$ cat config.mk
export PLATFORM = sky130hd
export DESIGN_NAME = kamacore_pipeline_reg
export DESIGN_NICKNAME = d
export VERILOG_FILES = /design/src/rtl/kamacore_pkg.sv /design/src/rtl/kamacore_sat_counter.sv /design/src/rtl/kamacore_pipeline_reg.sv
export SDC_FILE = /design/constraint.sdc
export NUM_CORES = 1
export LEC_CHECK = 0
export CAP_MARGIN = 30
export CORE_MARGIN = 10
export CORE_UTILIZATION = 50
export DETAILED_ROUTE_END_ITERATION = 10
export PLACE_DENSITY_LB_ADDON = 0.25
export SETUP_SLACK_MARGIN = 0.4
export SLEW_MARGIN = 20
export SYNTH_ARGS = -nofsm -noshare
export SYNTH_HDL_FRONTEND = slang
export SYNTH_SLANG_ARGS = --single-unit
export TNS_END_PERCENT = 100
$ cat constraint.sdc
create_clock -name clk -period 2.7 [get_ports clk]
set_clock_uncertainty 0.2 [all_clocks]
set_input_delay 0.27 -clock clk [delete_from_list [all_inputs] [get_ports clk]]
set_output_delay 0.27 -clock clk [all_outputs]
set_load 0.05 [all_outputs]
$ cat src/rtl/kamacore_pkg.sv
// rtl/kamacore_pkg.sv - kamacore shared widths, stage payload structs and pipeline state encoding
package kamacore_pkg;

    localparam int CPU_WIDTH      = 32;
    localparam int REG_ADDR_WIDTH = 5;

    typedef enum logic [1:0] {
        EMPTY = 2'd0,
        ONE   = 2'd1,
        FULL  = 2'd2
    } pipe_state_e;

    typedef struct packed {
        logic [CPU_WIDTH-1:0] instruction;
    } if_id_t;

    typedef struct packed {
        logic [CPU_WIDTH-1:0]      instruction;
        logic [REG_ADDR_WIDTH-1:0] destination_register;
        logic [CPU_WIDTH-1:0]      data_a;
        logic [CPU_WIDTH-1:0]      data_b;
        logic                      control_alu_src;
        logic                      control_mem_read;
        logic                      control_mem_write;
        logic                      control_reg_write;
        logic                      control_mem_to_reg;
    } id_ex_t;

    typedef struct packed {
        logic [REG_ADDR_WIDTH-1:0] destination_register;
        logic [CPU_WIDTH-1:0]      ex_result;
        logic [CPU_WIDTH-1:0]      read_data_b;
        logic                      control_mem_read;
        logic                      control_mem_write;
        logic                      control_reg_write;
        logic                      control_mem_to_reg;
    } ex_mem_t;

    typedef struct packed {
        logic [REG_ADDR_WIDTH-1:0] destination_register;
        logic [CPU_WIDTH-1:0]      ex_result;
        logic [CPU_WIDTH-1:0]      data_memory_result;
        logic                      control_reg_write;
        logic                      control_mem_to_reg;
    } mem_wb_t;

    // Number of valid entries implied by a pipeline state.
    function automatic logic [1:0] occ_of(input pipe_state_e s);
        case (s)
            EMPTY:   return 2'd0;
            ONE:     return 2'd1;
            default: return 2'd2;
        endcase
    endfunction

endpackage

$ cat src/rtl/kamacore_sat_counter.sv
// rtl/kamacore_sat_counter.sv - saturating up-counter for pipeline performance debug
module kamacore_sat_counter #(
    parameter int unsigned CNT_WIDTH = 16
) (
    input  logic                 clk,
    input  logic                 rst,
    input  logic                 inc,
    output logic [CNT_WIDTH-1:0] count
);

    localparam logic [CNT_WIDTH-1:0] CNT_ONE = {{(CNT_WIDTH-1){1'b0}}, 1'b1};
    localparam logic [CNT_WIDTH-1:0] CNT_MAX = {CNT_WIDTH{1'b1}};

    logic [CNT_WIDTH-1:0] count_q;
    logic [CNT_WIDTH-1:0] count_d;

    always_comb begin
        count_d = count_q;
        if (inc && (count_q != CNT_MAX)) begin
            count_d = count_q + CNT_ONE;
        end
    end

    always_ff @(posedge clk or negedge rst) begin
        if (!rst) begin
            count_q <= '0;
        end else begin
            count_q <= count_d;
        end
    end

    assign count = count_q;

endmodule

$ cat src/rtl/kamacore_pipeline_reg.sv
// rtl/kamacore_pipeline_reg.sv - elastic pipeline register with hold, flush, optional skid entry and perf counters
module kamacore_pipeline_reg
    import kamacore_pkg::*;
#(
    parameter int unsigned PAYLOAD_WIDTH = 32,
    parameter int unsigned SKID          = 1,
    parameter int unsigned CNT_WIDTH     = 16
) (
    input  logic                     clk,
    input  logic                     rst,
    input  logic                     hold,
    input  logic                     flush,
    input  logic                     in_valid,
    output logic                     in_ready,
    input  logic [PAYLOAD_WIDTH-1:0] in_data,
    output logic                     out_valid,
    input  logic                     out_ready,
    output logic [PAYLOAD_WIDTH-1:0] out_data,
    output logic [1:0]               occupancy,
    output logic [CNT_WIDTH-1:0]     stall_cnt,
    output logic [CNT_WIDTH-1:0]     bubble_cnt
);

    pipe_state_e              state_q, state_d;
    logic [PAYLOAD_WIDTH-1:0] head_q, head_d;
    logic [PAYLOAD_WIDTH-1:0] skid_q, skid_d;
    logic [1:0]               occ_q;
    logic                     head_valid;
    logic                     rdy_raw;
    logic                     in_fire;
    logic                     out_fire;

    assign head_valid = (state_q != EMPTY);
    assign in_ready   = rdy_raw & ~hold & ~flush;
    assign out_valid  = head_valid & ~hold & ~flush;
    assign in_fire    = in_valid & in_ready;
    assign out_fire   = out_valid & out_ready;

    generate
        if (SKID != 0) begin : g_skid
            // Ready comes straight from a flop so upstream never sees a path through out_ready.
            logic rdy_q;
            always_ff @(posedge clk or negedge rst) begin
                if (!rst) begin
                    rdy_q <= 1'b0;
                end else begin
                    rdy_q <= (state_d != FULL);
                end
            end
            assign rdy_raw = rdy_q;
        end else begin : g_single
            // Keeps ready low until the first clock after reset release.
            logic alive_q;
            always_ff @(posedge clk or negedge rst) begin
                if (!rst) begin
                    alive_q <= 1'b0;
                end else begin
                    alive_q <= 1'b1;
                end
            end
            assign rdy_raw = alive_q & (~head_valid | out_ready);
        end
    endgenerate

    always_comb begin
        state_d = state_q;
        head_d  = head_q;
        skid_d  = skid_q;
        if (flush) begin
            state_d = EMPTY;
        end else if (!hold) begin
            case (state_q)
                EMPTY: begin
                    if (in_fire) begin
                        state_d = ONE;
                        head_d  = in_data;
                    end
                end
                ONE: begin
                    if (in_fire && out_fire) begin
                        head_d = in_data;
                    end else if (in_fire) begin
                        state_d = FULL;
                        skid_d  = in_data;
                    end else if (out_fire) begin
                        state_d = EMPTY;
                    end
                end
                FULL: begin
                    if (out_fire) begin
                        state_d = ONE;
                        head_d  = skid_q;
                    end
                end
                default: state_d = EMPTY;
            endcase
        end
    end

    always_ff @(posedge clk or negedge rst) begin
        if (!rst) begin
            state_q <= EMPTY;
            head_q  <= '0;
            skid_q  <= '0;
            occ_q   <= 2'd0;
        end else begin
            state_q <= state_d;
            head_q  <= head_d;
            skid_q  <= skid_d;
            occ_q   <= occ_of(state_d);
        end
    end

    assign out_data  = head_q;
    assign occupancy = occ_q;

    kamacore_sat_counter #(
        .CNT_WIDTH(CNT_WIDTH)
    ) u_stall_cnt (
        .clk  (clk),
        .rst  (rst),
        .inc  (head_valid & (hold | ~out_ready) & ~flush),
        .count(stall_cnt)
    );

    kamacore_sat_counter #(
        .CNT_WIDTH(CNT_WIDTH)
    ) u_bubble_cnt (
        .clk  (clk),
        .rst  (rst),
        .inc  (out_ready & ~out_valid & ~hold),
        .count(bubble_cnt)
    );

endmodule

==> results.yml <==
clocking:
  root_buffer: "clkbuf_8"
  cts.clk_slew.worst_paths_ns: 0.09
  htree_levels: 3
  worst_skew_pair.late_latency_ns: 0.35
  numCtsBuffers: 9
  cts_tree: "done"
  cts_sinks: 101
  cts_resized: 0
  cts_max_path_buffers: 2
floorplanning:
  die_y_um: 116
  die_w_um: 116
  initial_utilization: 0.508
  num_rows: 35
  core-area_um2: 9110
  dieArea_um2: 13500
  ios: 106
power_and_ir_drop:
  power_density_nw_per_um2: 760
  p_total_w: 0.00462
  p_leak_nw: 2.55
  peakVddDrop_mv: 0.604
synth:
  syn_area_per_cell_um2: 11.8
  synth_edf_count: 0
  yosysMostFrequentCell: "dfrtp_1"
  ys_seq_elements: 101
  yosysTopAreaCell: "dfrtp_1"
  synthCells: 391
  synthArstFlopShare: 1.00
  ys_seq_area_frac: 0.546
  yosysTopAreaCellShare: 0.546
  synth_area_leaders: "dfrtp_1 (55%), mux2_2 (8.8%), mux2i_1 (6.9%)"
  synth_common_cells: "dfrtp_1 (101), nor2_1 (38), a21oi_1 (36), mux2_2 (36), mux2i_1 (32)"
  ys_types: 42
  syn_nets: 431
  yosysWarnings: 0
  synth_area_um2: 4630
  ys.flop_type: "dfrtp_1"
min_path:
  worstHoldPathType: "primary input to async pin"
drt:
  drc_errors: 0
  via_count: 3373
  ant_nets: 0
  routed_wl_um: 10600
  wl_per_cell_um: 17.2
  vias_per_cell: 5.48
  drt_iter0_drc: 113
  firstDrtPassIters: 6
sta:
  hold_violations: 0
  fmax_ghz: 0.454
  worst_slack_ns: 0.497
  hold_ws_ns: 0.177
  tightestPinTransition_ns: 0.541
  min_period_over_period: 0.816
  period_needed_ns: 2.20
  slew-limit-headroom: 0.638
  slew_violations: 0
  rsz0062_at_grt: "false"
  tns_ns: 0
  final-setup-viol-count: 0
finish:
  n_antenna_cell: 0
  fin_nets: 539
  syn_to_final_growth_pct: 31.3
  fin_util: 0.667
  drive_gt1_frac: 0.141
  fillers: 741
critical_path:
  path_cells: "clkdlybuf4s50_1"
  cpMaxStageDelayCell: "clkdlybuf4s50_1"
  endpoint_kind: "output pin"
  crit_type: "flop to output pin"
  cp.required_ns: 2.23
  crit_fanout: 7
  cp_top_family: "buffers and inverters"
  cp_slowest_stage_delay_ns: 0.88
  start_kind: "flop"
  path_buf_inv: 1
  crit_arrival_ns: 1.73
placed_design:
  portBuffers: 105
  dpl.hpwl_um: 7650
  place_ws_ns: 0.283
  gp_congestion: 0.848
global_route:
  antenna_found_initial: 0
  grt_overflow: 0
  grt_max_degree: 65
  grt_usage: 0.159
  grt_pass1_wl_um: 17400
  first_global_vias: 3521
run:
  cap_viol_max_count: 0
status:
  status: "completed"
-- per-stage QoR --
step                cells  cell area (um2)
detailed placement    598             5840
CTS                   615             6070
finish                615             6070
global route          615             6070
floorplan             391             4630
global placement      598             5840
-- power breakdown --
part	internal [W]	leakage, nW	switching [W]	total [W]
sequential	0.00179	1.26	0.000229	0.00202
clock	0.000550	0.106	0.000501	0.00105
combinational	0.000578	1.18	0.000970	0.00155
-- layout make-up --
type	instances	area, um2	share of cell area
Clock inverter	5	83.8	0.0138
Sequential cell	101	2530	0.416
Inverter	2	7.51	0.00124
Multi-Input combinational cell	271	2000	0.329
Tap cell	111	139	0.0229
Timing Repair Buffer	114	1180	0.194
Clock buffer	11	141	0.0233
-- state kept, by name (all words and copies together), names as in the netlist --
name,cells
out_data,32
state_q,2
u_stall_cnt.count,16
u_bubble_cnt.count,16
occupancy,2
g_skid.rdy_q,1
skid_q,32
-- worst paths after layout --
check | start | end | slack [ns] | cells past startpoint
min in group clk | u_bubble_cnt.count[15] | u_bubble_cnt.count[15] | 0.31 | 1
worst min-delay path | rst | out_data[12] | 0.18 | 2
worst max register to register | u_bubble_cnt.count[0] | u_bubble_cnt.count[1] | 0.58 | 5
worst min register to register | u_bubble_cnt.count[15] | u_bubble_cnt.count[15] | 0.31 | 1
worst max-delay path | u_bubble_cnt.count[8] | bubble_cnt[8] | 0.50 | 1
max in group asynchronous | rst | u_stall_cnt.count[5] | 1.44 | 3
-- cells in the final DEF, fill, tap and decap left out, types with 5 or more instances in the layout --
cell	netlist	routed
xor2_1	15	15
nor2_1	38	38
nand3_1	13	12
and4_1	6	6
mux2i_1	32	32
and3_1	7	7
dfrtp_1	101	101
a21oi_1	36	36
xnor2_1	13	13
buf_4	1	6
clkdlybuf4s50_1	0	102
nand4_1	11	11
clkbuf_8	0	10
buf_12	0	5
nand2_1	18	18
nor3_1	6	6
mux2_2	36	36
-- metal layers --
metal | track usage | up-vias | share of wire
li1 | - | 1609 | -
met1 | 0.201 | 1672 | 0.44
met2 | 0.260 | 83 | 0.48
met3 | 0.0457 | 9 | 0.066
met4 | 0.0500 | 0 | 0.011
met5 | 0 | - | 0
-- timing repair --
item | in CTS | in global routing
setup buffers | 0 | 0
hold endpoints to repair | 42 | 0
setup endpoints to repair | 0 | 0
hold buffers | 1 | 0
-- worst register-to-register path, cell delays in order (launching register included) --
cell     delay [ns]
dfrtp_1        0.43
ha_1           0.20
and3_1         0.22
nand3_1        0.22
o21ai_0        0.36
mux2_2         0.38
-- kinds of logic after synthesis --
group | share of synthesized area
adders and majority gates | 0.00541
muxes | 0.157
and+or+nand+nor | 0.140
buffers and inverters | 0.0246
AOI/OAI and AO/OA | 0.0744
DFF | 0.546
xor gates and xnor gates | 0.0530
(Power assumes the default switching activity.)
